<file path="config.mk">
export PLATFORM = sky130hd
export DESIGN_NAME = fft_stage_sequencer
export DESIGN_NICKNAME = d
export VERILOG_FILES = /design/src/rtl/fft_pkg.sv /design/src/rtl/fft_bf_addr_gen.sv /design/src/rtl/fft_stage_sequencer.sv
export SDC_FILE = /design/constraint.sdc
export NUM_CORES = 1
export LEC_CHECK = 0
export ABC_AREA = 1
export BUFFER_PORTS_ARGS = -buffer_cell sky130_fd_sc_hd__buf_2
export CAP_MARGIN = 20
export CORE_MARGIN = 5
export CORE_UTILIZATION = 50
export DETAILED_ROUTE_END_ITERATION = 16
export PLACE_DENSITY = 0.83
export SLEW_MARGIN = 20
export SYNTH_ARGS = -nofsm -noshare
export SYNTH_HDL_FRONTEND = slang
export SYNTH_SLANG_ARGS = --single-unit
</file>
<file path="constraint.sdc">
create_clock -name clk -period 3.1 [get_ports clk]
set_clock_uncertainty 0.15 [all_clocks]
set_input_delay 0.62 -clock clk [delete_from_list [all_inputs] [get_ports clk]]
set_output_delay 0.62 -clock clk [all_outputs]
set_load 0.1 [all_outputs]
</file>
<file path="src/rtl/fft_pkg.sv">
// ============================================================================
// Module   : fft_pkg
// Brief    : Shared FFT sequencer defaults, state encoding and bit-reverse helper
// Revision : 1.0  initial release
// ============================================================================
`default_nettype none

package fft_pkg;

    localparam int N_LOG2_DEF = 4;
    localparam int N_DEF      = 1 << N_LOG2_DEF;

    localparam logic [2:0] ST_IDLE    = 3'd0;
    localparam logic [2:0] ST_LOAD    = 3'd1;
    localparam logic [2:0] ST_COMPUTE = 3'd2;
    localparam logic [2:0] ST_DRAIN   = 3'd3;
    localparam logic [2:0] ST_UNLOAD  = 3'd4;
    localparam logic [2:0] ST_DONE    = 3'd5;

    typedef enum logic [2:0] {
        S_IDLE    = ST_IDLE,
        S_LOAD    = ST_LOAD,
        S_COMPUTE = ST_COMPUTE,
        S_DRAIN   = ST_DRAIN,
        S_UNLOAD  = ST_UNLOAD,
        S_DONE    = ST_DONE
    } state_t;

    // Reverses the low 'width' bits of x; bits above 'width' come back as zero.
    function automatic logic [31:0] bitrev(input logic [31:0] x, input int width);
        logic [31:0] r;
        r = '0;
        for (int i = 0; i < 32; i++) begin
            if (i < width) begin
                r = r | (((x >> i) & 32'd1) << (width - 1 - i));
            end
        end
        return r;
    endfunction

endpackage

`default_nettype wire

</file>
<file path="src/rtl/fft_bf_addr_gen.sv">
// ============================================================================
// Module   : fft_bf_addr_gen
// Brief    : Combinational radix-2 DIT butterfly address / twiddle generator
// Revision : 1.0  initial release
// ============================================================================
`default_nettype none

module fft_bf_addr_gen
    import fft_pkg::*;
#(
    parameter int N_LOG2 = N_LOG2_DEF
)(
    input  logic [N_LOG2-1:0] i_stage,
    input  logic [N_LOG2-2:0] i_j,
    output logic [N_LOG2-1:0] o_a,
    output logic [N_LOG2-1:0] o_b,
    output logic [N_LOG2-2:0] o_tw
);

    localparam logic [N_LOG2-1:0] c_ONE      = N_LOG2'(1);
    localparam logic [N_LOG2-1:0] c_TW_SHIFT = N_LOG2'(N_LOG2 - 1);

    logic [N_LOG2-1:0] w_j;
    logic [N_LOG2-1:0] w_half;
    logic [N_LOG2-1:0] w_pos;

    assign w_j    = {1'b0, i_j};
    assign w_half = c_ONE << i_stage;
    assign w_pos  = w_j & (w_half - c_ONE);

    // Group index is j>>s; each group spans 2*half entries of the working RAM.
    assign o_a  = ((w_j >> i_stage) << (i_stage + c_ONE)) | w_pos;
    assign o_b  = o_a + w_half;
    assign o_tw = (N_LOG2-1)'(w_pos << (c_TW_SHIFT - i_stage));

endmodule

`default_nettype wire

</file>
<file path="src/rtl/fft_stage_sequencer.sv">
// ============================================================================
// Module   : fft_stage_sequencer
// Brief    : In-place radix-2 DIT FFT sequencer: bit-reversed load, staged
//            butterfly schedule with write-back delay line, natural-order unload
// Revision : 1.0  initial release
// ============================================================================
`default_nettype none

module fft_stage_sequencer
    import fft_pkg::*;
#(
    parameter int N_LOG2 = N_LOG2_DEF,
    parameter int BF_LAT = 2,
    parameter int RD_LAT = 1
)(
    input  logic              clk,
    input  logic              reset,
    input  logic              i_start,
    output logic              o_busy,
    output logic              o_done,
    input  logic              i_in_valid,
    output logic              o_in_ready,
    output logic              o_ram_wr_sel,
    output logic              o_ram_wr_en,
    output logic [N_LOG2-1:0] o_ram_wr_a,
    output logic [N_LOG2-1:0] o_ram_wr_b,
    output logic              o_ram_rd_en,
    output logic [N_LOG2-1:0] o_ram_rd_a,
    output logic [N_LOG2-1:0] o_ram_rd_b,
    output logic [N_LOG2-2:0] o_tw_addr,
    output logic              o_bf_valid,
    output logic [N_LOG2-1:0] o_stage,
    output logic              o_out_valid
);

    localparam int c_N  = 1 << N_LOG2;
    localparam int c_DL = RD_LAT + BF_LAT;

    localparam logic [N_LOG2-1:0] c_CNT_LAST   = N_LOG2'(c_N - 1);
    localparam logic [N_LOG2-1:0] c_DRAIN_LAST = N_LOG2'(c_DL - 1);
    localparam logic [N_LOG2-1:0] c_STAGE_LAST = N_LOG2'(N_LOG2 - 1);
    localparam logic [N_LOG2-2:0] c_J_LAST     = '1;

    state_t            r_state;
    state_t            w_next;
    logic [N_LOG2-1:0] r_cnt;
    logic [N_LOG2-2:0] r_j;
    logic [N_LOG2-1:0] r_stage;
    logic              r_unl_last;
    logic              r_bfv;
    logic [N_LOG2-2:0] r_tw;
    logic              r_outv;
    logic [c_DL-1:0]   r_dl_v;
    logic [N_LOG2-1:0] r_dl_a [c_DL];
    logic [N_LOG2-1:0] r_dl_b [c_DL];

    logic              w_load_acc;
    logic              w_issue;
    logic              w_unl_rd;
    logic              w_busy;
    logic              w_done;
    logic              w_in_ready;
    logic              w_wb;
    logic [N_LOG2-1:0] w_ld_addr;
    logic [N_LOG2-1:0] w_bf_a;
    logic [N_LOG2-1:0] w_bf_b;
    logic [N_LOG2-2:0] w_bf_tw;

    fft_bf_addr_gen #(
        .N_LOG2 (N_LOG2)
    ) u_addr_gen (
        .i_stage (r_stage),
        .i_j     (r_j),
        .o_a     (w_bf_a),
        .o_b     (w_bf_b),
        .o_tw    (w_bf_tw)
    );

    assign w_ld_addr = N_LOG2'(bitrev(32'(r_cnt), N_LOG2));

    always_ff @(posedge clk) begin
        if (reset) begin
            r_state <= S_IDLE;
        end else begin
            r_state <= w_next;
        end
    end

    always_comb begin
        w_next     = r_state;
        w_load_acc = 1'b0;
        w_issue    = 1'b0;
        w_unl_rd   = 1'b0;
        w_busy     = 1'b0;
        w_done     = 1'b0;
        w_in_ready = 1'b0;
        case (r_state)
            S_IDLE: begin
                if (i_start) begin
                    w_next = S_LOAD;
                end
            end
            S_LOAD: begin
                w_busy     = 1'b1;
                w_in_ready = 1'b1;
                w_load_acc = i_in_valid;
                if (i_in_valid && (r_cnt == c_CNT_LAST)) begin
                    w_next = S_COMPUTE;
                end
            end
            S_COMPUTE: begin
                w_busy  = 1'b1;
                w_issue = 1'b1;
                if (r_j == c_J_LAST) begin
                    w_next = S_DRAIN;
                end
            end
            S_DRAIN: begin
                w_busy = 1'b1;
                if (r_cnt == c_DRAIN_LAST) begin
                    w_next = (r_stage == c_STAGE_LAST) ? S_UNLOAD : S_COMPUTE;
                end
            end
            S_UNLOAD: begin
                // Final cycle only waits for the last read's data to appear.
                w_busy = 1'b1;
                if (r_unl_last) begin
                    w_next = S_DONE;
                end else begin
                    w_unl_rd = 1'b1;
                end
            end
            S_DONE: begin
                w_done = 1'b1;
                w_next = S_IDLE;
            end
            default: begin
                w_next = S_IDLE;
            end
        endcase
    end

    always_ff @(posedge clk) begin
        if (reset) begin
            r_cnt      <= '0;
            r_j        <= '0;
            r_stage    <= '0;
            r_unl_last <= 1'b0;
            r_bfv      <= 1'b0;
            r_tw       <= '0;
            r_outv     <= 1'b0;
        end else begin
            r_bfv  <= w_issue;
            r_tw   <= w_issue ? w_bf_tw : '0;
            r_outv <= w_unl_rd;
            case (r_state)
                S_LOAD: begin
                    if (w_load_acc) begin
                        r_cnt <= r_cnt + 1'b1;
                    end
                end
                S_COMPUTE: begin
                    r_j <= r_j + 1'b1;
                end
                S_DRAIN: begin
                    // r_cnt doubles as the drain timer; it leaves here at zero.
                    if (r_cnt == c_DRAIN_LAST) begin
                        r_cnt <= '0;
                        if (r_stage != c_STAGE_LAST) begin
                            r_stage <= r_stage + 1'b1;
                        end
                    end else begin
                        r_cnt <= r_cnt + 1'b1;
                    end
                end
                S_UNLOAD: begin
                    if (w_unl_rd) begin
                        r_cnt <= r_cnt + 1'b1;
                        if (r_cnt == c_CNT_LAST) begin
                            r_unl_last <= 1'b1;
                        end
                    end
                end
                S_DONE: begin
                    r_cnt      <= '0;
                    r_j        <= '0;
                    r_stage    <= '0;
                    r_unl_last <= 1'b0;
                end
                default: begin
                end
            endcase
        end
    end

    // Write-back delay line: an issued pair exits RD_LAT+BF_LAT cycles later.
    always_ff @(posedge clk) begin
        if (reset) begin
            r_dl_v <= '0;
            for (int i = 0; i < c_DL; i++) begin
                r_dl_a[i] <= '0;
                r_dl_b[i] <= '0;
            end
        end else begin
            r_dl_v    <= {r_dl_v[c_DL-2:0], w_issue};
            r_dl_a[0] <= w_bf_a;
            r_dl_b[0] <= w_bf_b;
            for (int i = 1; i < c_DL; i++) begin
                r_dl_a[i] <= r_dl_a[i-1];
                r_dl_b[i] <= r_dl_b[i-1];
            end
        end
    end

    assign w_wb = r_dl_v[c_DL-1];

    assign o_busy       = w_busy;
    assign o_done       = w_done;
    assign o_in_ready   = w_in_ready;
    assign o_ram_wr_sel = w_wb;
    assign o_ram_wr_en  = w_load_acc | w_wb;
    assign o_ram_wr_a   = w_wb ? r_dl_a[c_DL-1] : (w_load_acc ? w_ld_addr : '0);
    assign o_ram_wr_b   = w_wb ? r_dl_b[c_DL-1] : '0;
    assign o_ram_rd_en  = w_issue | w_unl_rd;
    assign o_ram_rd_a   = w_issue ? w_bf_a : (w_unl_rd ? r_cnt : '0);
    assign o_ram_rd_b   = w_issue ? w_bf_b : '0;
    assign o_tw_addr    = r_tw;
    assign o_bf_valid   = r_bfv;
    assign o_stage      = r_stage;
    assign o_out_valid  = r_outv;

endmodule

`default_nettype wire

</file>
# Word-level counts from Yosys, hierarchy flattened
# Memories as Yosys holds them, arrays and structs flattened.
# Cells that the tools add are included.
[word_totals]
regBits = 23
mem_bits_rw = 24
inputBits = 4
output_inout_bits = 31
word_cells = 106
mem_count = 2
[classes]
addsub = 6
n_eq_ne = 19
n_shift = 4
mux = 40
bitwise_logic = 14
reduce_logical = 12
[memory_table]
columns = ["memory", "words", "word_bits", "rd", "rd_clocked_by_memory_dff", "write_ports", "line_no", "source"]
rows = [
  ["r_dl_a", 3, 4, 3, 0, 3, "fft_stage_sequencer.sv:54", "logic [N_LOG2-1:0] r_dl_a [c_DL];"],
  ["r_dl_b", 3, 4, 3, 0, 3, "fft_stage_sequencer.sv:55", "logic [N_LOG2-1:0] r_dl_b [c_DL];"],
]
[op_table]
columns = ["operator", "n"]
rows = [
  ["4-bit two-way mux", 17],
  ["3-bit two-way mux", 6],
  ["2-bit inequality test (second input constant)", 9],
  ["4-bit case mux with 4 select lines", 1],
  ["3-bit case mux with 5 select lines", 1],
  ["1-bit two-way mux", 12],
  ["3-bit == test (second input constant)", 3],
  ["3-bit AND reduction", 3],
  ["4-bit by 1-bit adder with 4-bit output (second input constant)", 2],
  ["4-bit by 2-bit == test with 1-bit output (second input constant)", 2],
  ["1-bit bitwise OR", 8],
  ["4-bit case mux with 2 select lines", 1],
  ["3-bit by 2-bit == test with 1-bit output (second input constant)", 2],
  ["3-bit case mux with 2 select lines", 1],
  ["2-bit nonzero test", 3],
  ["5-bit AND reduction", 1],
  ["4-bit adder", 1],
  ["3-bit by 4-bit AND with 4-bit output", 1],
  ["4-bit == test (second input constant)", 1],
  ["4-bit by 2-bit inequality test with 1-bit output (second input constant)", 1],
  ["4-bit by 1-bit bitwise OR with 4-bit output", 1],
  ["4-bit by 2-bit bitwise OR with 4-bit output", 1],
  ["4-bit by 3-bit bitwise OR with 4-bit output", 1],
  ["4-bit bitwise OR", 1],
  ["15 further kinds", 15],
]

# Logic depth before layout (Yosys ltp)
# Gate-level depths: netlist (run 1).
[depth]
word_depth = 6
depth_mapped = 19
depth_no_buf = 19

# Hierarchy
# A second synthesis (run 1) with hierarchy kept.
[hier_totals]
cells_unflattened = 362
area_unflattened_um2 = 2572.5
[modules_own_cells]
columns = ["mod", "n_inst", "cells_each", "area_each_um2", "seq_area_each_um2"]
rows = [
  ["fft_stage_sequencer", 1, 280, 2067.0, 920.9],
  ["fft_bf_addr_gen", 1, 82, 505.5, 0.0],
]

# Least setup slack after synthesis (run 1)
# No wires, ideal clock.
[synth_path]
path_kind = "flip-flop to output port"
start = "register r_stage[0] (netlist: o_stage[0])"
end = "output o_ram_rd_b[3]"
t_arrival_ns = 4.223
t_required_ns = 2.330
slack_ns = -1.893
path_stages_with_launch = 18
n_path_buf = 0
path_cell_list = "dfxtp_1 nand2_1 inv_1 nand2_1 ha_1 nor2_1 a21oi_2 inv_1 ha_1 nand2_1 inv_1 o21ai_0 nand2_1 nand3_1 nand2_1 inv_1 nand2_1 a21oi_1"
[synth_between]
elab_chain_cells = 6
elab_cells_between_ends = 9
cone_classes = "3 x add/sub; 3 x shift; 1 x mux; 2 x bitwise"
[synth_lines]
columns = ["element", "line_no", "source"]
rows = [
  ["start: declaration", "fft_stage_sequencer.sv:48", "logic [N_LOG2-1:0] r_stage;"],
  ["start signal: assignment", "fft_stage_sequencer.sv:170", "r_stage <= r_stage + 1'b1;"],
  ["branches (longest 3 deep; another with 4-bit by 1-bit adder with 4-bit output)", "--", ""],
  ["4-bit bitwise OR (*)", "fft_bf_addr_gen.sv:32", "assign o_a = ((w_j >> i_stage) << (i_stage + c_ONE)) | w_pos;"],
  ["net u_addr_gen.o_a[1]", "fft_bf_addr_gen.sv:15", "output logic [N_LOG2-1:0] o_a,"],
  ["4-bit adder (*)", "fft_bf_addr_gen.sv:33", "assign o_b = o_a + w_half;"],
  ["4-bit two-way mux (*)", "fft_stage_sequencer.sv:226", "assign o_ram_rd_b = w_issue ? w_bf_b : '0;"],
  ["end: declaration", "fft_stage_sequencer.sv:29", "output logic [N_LOG2-1:0] o_ram_rd_b,"],
]
# Mark *: on every way through the listed nets, which the timed path passes.

# Worst setup path after layout (run 1)
[layout_path]
start = "register r_stage[1] (netlist: o_stage[1])"
end = "output o_ram_rd_b[3]"
# Same word-level chain as after synthesis.

==> results of run 1 <==
==> through the flow <==
step,setup TNS (ns),cells,utilization
after floorplan,-1.35,310,-
after global placement,-0.0501,408,0.626
after detailed placement,-0.156,408,0.626
after CTS,-0.601,417,0.671
after global routing,-1.13,420,0.693
final,-0.698,420,0.693
==> power groups by stage <==
stage | clock network, mW | logic (mW) | registers, mW
after global placement | 0 | 0.885 | 0.728
after detailed placement | 0 | 0.901 | 0.731
final | 0.368 | 1.01 | 0.722
after floorplan | 0 | 0.662 | 0.786
after global routing | 0.405 | 1.08 | 0.731
after CTS | 0.375 | 0.950 | 0.721
==> routing by layer <==
layer | routed length [µm] | track usage
met5 | 0 | 0
met4 | 200 | 0.0893
met3 | 311 | 0.0375
met2 | 2820 | 0.322
met1 | 2210 | 0.209
==> repair_timing <==
action | CTS | global route
cloned | 0 | 0
buffers inserted | 1 | 3
hold buffers | 0 | 0
endpoints found under the setup margin | 4 | 5
resized for setup | 20 | 18
pin swaps | 8 | 20
==> registers in the layout (all words and copies together) (netlist names) <==
register	cells
r_dl_a	12
r_dl_b	12
o_stage	4
r_cnt	4
o_tw_addr	3
r_dl_v	3
r_j	3
r_state	3
o_out_valid	1
r_unl_last	1
==> kinds of logic (layout without fill, tap and decap cells) <==
group	Yosys count	count (layout)	synth area share
XOR/XNOR	3	3	0.0149
AO/OA/AOI/OAI	46	46	0.136
adder cells (fa/ha/maj)	11	11	0.0641
buffers and inverters	64	122	0.110
AND/OR/NAND/NOR	140	140	0.267
flip-flops	46	46	0.407
==> worst max-delay path by stage <==
stage	slack [ns]	depth (start not counted)	from	to
5_1_grt	-0.49	16	o_stage[1]$_SDFFE_PP0P_	o_ram_rd_b[3]
3_3_place_gp	-0.05	17	o_stage[1]$_SDFFE_PP0P_	o_ram_rd_b[3]
2_1_floorplan	-0.40	15	o_stage[0]$_SDFFE_PP0P_	o_ram_rd_b[3]
4_1_cts	-0.29	19	o_stage[3]$_SDFFE_PP0P_	o_ram_rd_b[3]
6_report	-0.34	16	o_stage[1]$_SDFFE_PP0P_	o_ram_rd_b[3]
3_5_place_dp	-0.12	17	o_stage[1]$_SDFFE_PP0P_	o_ram_rd_b[3]
==> cells in the mapped netlist (2+ instances only) <==
library cell	count
nand2_1	63
inv_1	51
dfxtp_1	46
nor2_1	42
a21oi_1	19
nand3_1	17
ha_1	10
nor2_2	7
o21ai_0	7
inv_2	6
nand2_2	6
a211oi_2	5
clkbuf_1	4
o21ai_1	3
a21oi_2	2
a31oi_1	2
a32o_1	2
nand2_4	2
o21ai_2	2
xor2_1	2
==> layout make-up <==
type,count,area (µm²),share of cell area
multi-input cells,200,1330,0.439
flip-flops and latches,46,936,0.308
repair buffers,56,385,0.127
inverters,58,225,0.0742
clock buffers,5,68.8,0.0227
well taps,52,65.1,0.0214
clock inverters,3,22.5,0.00742
==> worst max-delay path, stage by stage, from the launching register on <==
cell,delay (ns)
dfxtp_4,0.39
buf_4,0.14
inv_4,0.05
nor2_2,0.14
nand2_2,0.10
o21ai_2,0.15
a21oi_2,0.07
a21oi_2,0.17
nand2_2,0.12
ha_4,0.30
o21ai_2,0.06
nand2_1,0.06
nand3_1,0.08
nand2_2,0.08
nand3_2,0.11
a21oi_4,0.16
buf_12,0.18
==> summary.md, run 1 <==
| Metric | Value |
|---|---|
| Antenna cells | `0` |
| Crit path max fanout | `5` |
| Power Density | `691 mW/mm²` |
| Worst-path clk slew | `0.09 ns` |
| Synth area leaders | `dfxtp_1, nand2_1, inv_1` |
| Worst r2r path cells | `15` |
| Fin. Hold Viols | `0` |
| Fmax | `290 MHz` |
| Comb pwr share | `0.480` |
| Pins Over Slew Limit | `0` |
| FFs w/ async S/R, synth | `0` |
| Library cells used by synthesis | `32` |
| CTS tree | `done` |
| Psw | `1.00 mW` |
| Status | `finished, violations left` |
| Vias in the first global route | `2,008` |
| Area Growth Syn to Fin | `34.1%` |
| Max-cap viol count | `0` |
| Area leader, netlist | `dfxtp_1` |
| Total GRT Usage | `0.183` |
| Hold path start | `r_dl_b[0][0]$_SDFF_PP0_` |
| Port bufs | `34` |
| Crit Path Class | `reg -> out` |
| Failing checks | `setup timing` |
| EDFF count, synth | `0` |
| Initial Util | `0.517` |
| DR pass1 iterations | `4` |
| Number of synthesized register bits | `46` |
| Worst min path class | `reg -> reg` |
| Area of the core | `0.00438 mm²` |
| Antenna violations before repair | `0` |
| Crit path required time | `2.33 ns` |
| Post-Syn Instances | `310` |
| Period minus WS final | `3.44 ns` |
| CTS Sinks | `46` |
| Pin count of the biggest net entering global routing | `27` |
| Final net count | `382` |
| RR Startpoint | `o_stage[1]$_SDFFE_PP0P_` |
| DP HPWL | `3820 µm` |
| Synthesized cell area | `0.00226 mm²` |
| Unrepaired setup endpoints after global routing | `true` |
| Max-slew headroom | `0.676` |
| Average cell area after synthesis | `7.31 µm²` |
| CTS Buf Count | `5` |
| WHS Path Cells | `2` |
| CP arrival | `2.67 ns` |
| Seq pwr share | `0.344` |
| First-pass GRT wire length | `9010 µm` |
| Drt wl/cell | `13.2 µm` |
| Routed vias | `2,184` |
| Core Rows | `24` |
| I/O pin total | `35` |
| Top_reg_cell synth | `dfxtp_1` |
| Hold endpoint | `r_dl_b[0][4]$_SDFF_PP0_` |
| Seq/Total Area, Yosys | `0.407` |
| Total power | `2.10 mW` |
| Drt drc | `0` |
| Reg-to-Reg End | `r_dl_b[0][3]$_SDFF_PP0_` |
| Root buf cell | `clkbuf_8` |
| Final wirelength | `5540 µm` |
| Clk_lat worst skew | `0.30 ns` |
| Net Count, Synth | `325` |
| Hold WS | `0.256 ns` |
| Final worst slack | `-0.343 ns` |
| Startpoint types | `flip-flop` |
| Power share of the clock group | `0.176` |
| Endpoints failing setup | `3` |
| Dpl ws | `-0.117 ns` |
| CTS HTree Levels | `2` |
| Initial DRC Count | `111` |
| CTS Buffer Depth | `2` |
| Share of layout cells above drive strength 1 | `0.389` |
| P_int | `1.10 mW` |
| FF-to-FF setup slack | `0.72 ns` |
| Fill cells | `322` |
| Yosys warns | `0` |
| Full die area | `0.00598 mm²` |
| CP endpoint kind | `primary output` |
| Peak VDD IR | `0.385 mV` |
| Area after DPL | `0.00275 mm²` |
| Sw Share | `0.477` |
| Most common cell after layout, fill and taps aside | `nand2_1` |
| Global route overflow | `0` |
| Synth top area share | `0.407` |
| Tcrit/Tclk final | `1.11` |
| Vias/cell | `5.20` |
| RD Place Congestion | `0.986` |
| Post-route antenna net violation count | `0` |
| Commonest cells after routing, fill and taps aside | `nand2_1, inv_1, dfxtp_1` |
| Leak | `1.41 nW` |
| Die H | `77.3 µm` |
| Actual slew at the worst max-slew pin | `0.489 ns` |
| Die Span X | `77.3 µm` |
| Final Cell Area | `0.00304 mm²` |
Note: power is estimated with default switching activity, not from simulation.
==> run 2: changes to the inputs <==
PLACE_DENSITY = 0.78   (was 0.83)
SKIP_LAST_GASP = 1   (was default)
==> run 2 against run 1 <==
Effect of this change:
- fmax rose by 0.63%
- critical path type unchanged
- global-route usage rose by 0.15 points
- register-to-register slack improved by 0.04 ns
- largest power group unchanged
- sequential share of layout area rose by 0.41 points
- highest routed layer unchanged
- setup slack improved by 0.022 ns
- core utilization fell by 0.91 points
- the flow still finishes with violations (setup timing)
==> summary.md, run 2 (synthesized netlist as in run 1, its figures left out) <==
| Metric | Value |
|---|---|
| Peak VDD IR | `0.434 mV` |
| Total GRT Usage | `0.185` |
| Status | `finished, violations left` |
| Period minus WS final | `3.42 ns` |
| Final worst slack | `-0.321 ns` |
| Crit Path Class | `reg -> out` |
| Die Span X | `77.3 µm` |
| Max-cap viol count | `0` |
| Antenna cells | `0` |
| Drt wl/cell | `12.9 µm` |
| Leak | `1.41 nW` |
| Vias in the first global route | `2,056` |
| Clk_lat worst skew | `0.31 ns` |
| # hold bufs at CTS | `0` |
| RD Place Congestion | `0.954` |
| DP HPWL | `3750 µm` |
| I/O pin total | `35` |
| WHS Path Cells | `2` |
| Final net count | `383` |
| CP arrival | `2.65 ns` |
| WP buf/inv | `4` |
| CP peak stage delay | `0.38 ns` |
| Final Cell Area | `0.00300 mm²` |
| CP endpoint kind | `primary output` |
| Pin count of the biggest net entering global routing | `40` |
| CTS Buf Count | `5` |
| Fmax | `292 MHz` |
| Most common cell after layout, fill and taps aside | `nand2_1` |
| Area of the core | `0.00438 mm²` |
| Worst path slowest cell | `dfxtp_4` |
| Tcrit/Tclk final | `1.10` |
| Die H | `77.3 µm` |
| Setup TNS | `-0.672 ns` |
| Commonest cells after routing, fill and taps aside | `nand2_1, inv_1, dfxtp_1` |
| Power Density | `702 mW/mm²` |
| Full die area | `0.00598 mm²` |
| Worst r2r path cells | `16` |
| Top flop regs | `r_dl_a: 12 flops, r_dl_b: 12 flops` |
| Pins Over Slew Limit | `0` |
| Crit path max fanout | `5` |
| CTS tree | `done` |
| Final wirelength | `5410 µm` |
| FF-to-FF setup slack | `0.76 ns` |
| Endpoints failing setup | `3` |
| Routed vias | `2,115` |
| Vias/cell | `5.02` |
| Hold endpoint | `r_dl_b[0][5]$_SDFF_PP0_` |
| Placed Cells | `404` |
| First-pass GRT wire length | `9080 µm` |
| RR Startpoint | `o_stage[0]$_SDFFE_PP0P_` |
| Unrepaired setup endpoints after global routing | `true` |
| Total power | `2.10 mW` |
| Area after DPL | `0.00272 mm²` |
| CTS Sinks | `46` |
| Initial Util | `0.517` |
| Initial DRC Count | `99` |
| Antenna violations before repair | `0` |
| Failing checks | `setup timing` |
| Core Rows | `24` |
| Crit path required time | `2.33 ns` |
| Worst-path clk slew | `0.09 ns` |
| Hold WS | `0.253 ns` |
| Dpl ws | `-0.0891 ns` |
| CTS HTree Levels | `2` |
| Worst min path class | `reg -> reg` |
| Drt drc | `0` |
| Post-route antenna net violation count | `0` |
| Startpoint types | `flip-flop` |
| Hold path start | `r_dl_b[0][1]$_SDFF_PP0_` |
| Non-Filler Instances | `421` |
| Actual slew at the worst max-slew pin | `0.728 ns` |
| DR pass1 iterations | `4` |
| Global route overflow | `0` |
| Area Growth Syn to Fin | `32.3%` |
| Max-slew headroom | `0.515` |
| CTS Buffer Depth | `2` |
| Chain of cells forming the critical path | `nor2_4, nand2_2, ha_4, nor2_2, a21oi_2, inv_1, ha_1, nand2_1, inv_1, o21ai_2, nand2_1, nand3_1, nand2_1, inv_1, nand2_2, a21oi_4, buf_12` |
| Reg-to-Reg End | `r_dl_b[0][3]$_SDFF_PP0_` |
| Finished Core Util | `0.684` |
| Share of layout cells above drive strength 1 | `0.377` |
| CP top delay family | `simple AND/OR/NAND/NOR gates` |
| Fin. Hold Viols | `0` |
| Root buf cell | `clkbuf_8` |
| Port bufs | `34` |
[run 2: how the worst max path moves through the flow]
stage / from / endpoint / slack, ns / cells after the start
floorplan: o_stage[0]$_SDFFE_PP0P_ / o_ram_rd_b[3] / -0.40 / 15
global placement: o_stage[3]$_SDFFE_PP0P_ / o_ram_rd_b[3] / -0.07 / 19
detailed placement: o_stage[1]$_SDFFE_PP0P_ / o_ram_rd_b[3] / -0.09 / 17
CTS: o_stage[3]$_SDFFE_PP0P_ / o_ram_rd_b[3] / -0.27 / 17
global route: o_stage[0]$_SDFFE_PP0P_ / o_ram_rd_b[3] / -0.51 / 17
finish: o_stage[0]$_SDFFE_PP0P_ / o_ram_rd_b[3] / -0.32 / 17
[run 2: cell type report]
class                   count  area, µm²
fillers                   350       1390
multi-input cells         200       1280
well taps                  52       65.1
flip-flops and latches     46        936
clock buffers               5       68.8
repair buffers             57        390
inverters                  58        228
clock inverters             3       23.8
[run 2: power by group]
group | switching, mW | leakage [nW] | internal [mW]
registers | 0.0656 | 0.376 | 0.657
clock network | 0.220 | 0.0491 | 0.164
logic | 0.712 | 0.990 | 0.285
total | 0.998 | 1.41 | 1.10
[run 2: worst reg2reg max path, cell delays in order (launching register included)]
cell and delay, ns:
dfxtp_4 0.38, nor2_4 0.16, nand2_2 0.10, ha_4 0.27
nor2_2 0.05, a21oi_2 0.13, inv_1 0.06, ha_1 0.26
nand2_1 0.07, inv_1 0.05, o21ai_2 0.13, nand2_1 0.07
nand3_1 0.06, nand2_1 0.08, inv_1 0.07, nand2_2 0.07
a21oi_1 0.12
[run 2: what timing repair did]
action | 4_1_cts | 5_1_grt
hold endpoints to repair | 0 | 0
buffers inserted | 8 | 1
pin swaps | 12 | 2
endpoints found under the setup margin | 3 | 4
resized for setup | 23 | 6
[run 2: metal layers]
layer | GRT usage | share of wire | vias to the layer above
met5 | 0 | 0 | -
met3 | 0.0386 | 0.051 | 14
met2 | 0.324 | 0.50 | 52
met4 | 0.0704 | 0.028 | 0
met1 | 0.219 | 0.42 | 965
li1 | - | - | 1084
==> run 3: changes to the inputs <==
CTS_CLUSTER_SIZE = 14   (was default)
PLACE_DENSITY = 0.72   (was 0.78)
==> run 3 against run 2 <==
Effect of this change:
- largest power group unchanged
- via count down 0.19%
- cell area up 0.50%
- core utilization rose by 0.34 points
- highest routed layer unchanged
- setup slack lost 0.059 ns
- fmax decreased by 1.7%
- the flow still finishes with violations (setup timing)
- first-iteration DRC count fell by 24%
==> summary.md, run 3 (synthesized netlist as in run 1, its figures left out) <==
| Metric | Value |
|---|---|
| Status | `finished, violations left` |
| Failing checks | `setup timing` |
| Post-route antenna net violation count | `0` |
| Crit path launch | `o_stage[3]$_SDFFE_PP0P_` |
| Total GRT Usage | `0.184` |
| Die H | `77.3 µm` |
| Routed vias | `2,111` |
| DP HPWL | `3760 µm` |
| Vias/cell | `5.04` |
| Initial Util | `0.517` |
| Top flop regs | `r_dl_a: 12 flops, r_dl_b: 12 flops` |
| CTS Sinks | `46` |
| Worst-path clk slew | `0.09 ns` |
| Initial DRC Count | `75` |
| # hold bufs at CTS | `0` |
| Antenna cells | `0` |
| RR Startpoint | `o_stage[3]$_SDFFE_PP0P_` |
| Peak VDD IR | `0.448 mV` |
| Power Density | `699 mW/mm²` |
| CP endpoint kind | `primary output` |
| Commonest cells after routing, fill and taps aside | `nand2_1, inv_1, dfxtp_1` |
| Crit Path Class | `reg -> out` |
| CP arrival | `2.71 ns` |
| Global route overflow | `0` |
| Final worst slack | `-0.380 ns` |
| CTS Buffer Depth | `2` |
| CTS Buf Count | `5` |
| Pin count of the biggest net entering global routing | `23` |
| Endpoints failing setup | `3` |
| Unrepaired setup endpoints after global routing | `true` |
| Leak | `1.41 nW` |
| Port bufs | `34` |
| Chain of cells forming the critical path | `inv_4, nand2_2, inv_2, nand2_4, ha_4, nor2_2, a21oi_2, inv_1, ha_1, nand2_1, inv_1, o21ai_2, nand2_1, nand3_2, nand2_2, inv_2, nand2_2, a21oi_4, buf_12` |
| Drt wl/cell | `12.9 µm` |
| Worst r2r path cells | `18` |
| Worst path slowest cell | `dfxtp_4` |
| Die Span X | `77.3 µm` |
| Crit path max fanout | `4` |
| First-pass GRT wire length | `9050 µm` |
| Area of the core | `0.00438 mm²` |
| Most common cell after layout, fill and taps aside | `nand2_1` |
| Core Rows | `24` |
| Final net count | `381` |
| CTS tree | `done` |
| Share of layout cells above drive strength 1 | `0.387` |
| RD Place Congestion | `0.957` |
| Antenna violations before repair | `0` |
| Tcrit/Tclk final | `1.12` |
| Setup crit end | `o_ram_rd_b[3]` |
| Actual slew at the worst max-slew pin | `0.494 ns` |
| Full die area | `0.00598 mm²` |
| Hold WS | `0.254 ns` |
| Clk_lat worst skew | `0.31 ns` |
| Fin. Hold Viols | `0` |
| Reg-to-Reg End | `r_dl_b[0][3]$_SDFF_PP0_` |
| CTS HTree Levels | `2` |
| Vias in the first global route | `2,006` |
| Max-slew headroom | `0.673` |
| Pins Over Slew Limit | `0` |
| Crit path top cell by count | `nand2_2` |
| FF-to-FF setup slack | `0.73 ns` |
| Final wirelength | `5400 µm` |
| Drt drc | `0` |
| Root buf cell | `clkbuf_8` |
| Max-cap viol count | `0` |
| Period minus WS final | `3.48 ns` |
| CP peak stage delay | `0.37 ns` |
| I/O pin total | `35` |
| Worst min path class | `reg -> reg` |
| Area Growth Syn to Fin | `33.0%` |
| Total power | `2.10 mW` |
| DR pass1 iterations | `4` |
| Crit path required time | `2.33 ns` |
| Fmax | `287 MHz` |
| Startpoint types | `flip-flop` |
-- run 3: cell types whose count changed in the layout (fill, tap and decap cells not counted), sizes merged --
cell / delta
buf: -3
clkbuf: +1
-- run 3: metal layers --
metal  track usage  wire, µm  vias up
met5             0         0        -
met1         0.231      2360      976
met2         0.310      2720       48
met4        0.0601        61        0
li1              -         -     1080
met3        0.0433       263        7
-- run 3: worst min-delay path by stage --
stage / slack (ns) / start / cells past startpoint / endpoint
6_report: 0.25 / r_dl_a[0][2]$_SDFF_PP0_ / 2 / r_dl_a[0][6]$_SDFF_PP0_
5_1_grt: 0.26 / r_dl_a[0][2]$_SDFF_PP0_ / 2 / r_dl_a[0][6]$_SDFF_PP0_
4_1_cts: 0.25 / r_dl_a[0][2]$_SDFF_PP0_ / 2 / r_dl_a[0][6]$_SDFF_PP0_
3_5_place_dp: 0.24 / r_dl_b[0][6]$_SDFF_PP0_ / 2 / r_dl_b[0][10]$_SDFF_PP0_
3_3_place_gp: 0.24 / r_dl_b[0][4]$_SDFF_PP0_ / 2 / r_dl_b[0][8]$_SDFF_PP0_
2_1_floorplan: 0.24 / r_dl_a[0][6]$_SDFF_PP0_ / 2 / r_dl_a[0][10]$_SDFF_PP0_
-- run 3: final cells by class --
cell class | count | area, µm²
fill | 360 | 1370
clock buffer | 5 | 68.8
clock inverter | 3 | 23.8
sequential | 46 | 936
timing repair buffer | 55 | 378
inverter | 58 | 230
tap | 52 | 65.1
multi-input combinational | 200 | 1310
-- run 3: stage by stage --
step | instances | setup TNS [ns] | area [µm²] | setup slack, ns | util
3_3_place_gp | 404 | -0.0690 | 2720 | -0.0690 | 0.620
4_1_cts | 417 | -0.477 | 2970 | -0.247 | 0.678
3_5_place_dp | 404 | -0.105 | 2720 | -0.0747 | 0.620
6_report | 419 | -0.750 | 3010 | -0.380 | 0.687
2_1_floorplan | 310 | -1.35 | 2360 | -0.398 | -
5_1_grt | 419 | -1.20 | 3010 | -0.540 | 0.687
-- run 3: worst max-delay path: cells and delay by family, from the launching register on --
family                     cells  cell delay [ns]
DFF                            1             0.37
adders and majority gates      2             0.52
and+or+nand+nor                8             0.51
buffers and inverters          6             0.49
AOI/OAI and AO/OA              3             0.49
-- run 3: what timing repair did --
action	in CTS	in global routing
gates cloned	0	0
pin swaps	14	9
resized for setup	29	9
endpoints found under the setup margin	3	5
buffers inserted	5	2
-- run 3: report_power, final --
group          internal, mW  switching (mW)  total (mW)
clock                 0.163           0.213       0.376
sequential            0.656          0.0675       0.724
combinational         0.281           0.723        1.00
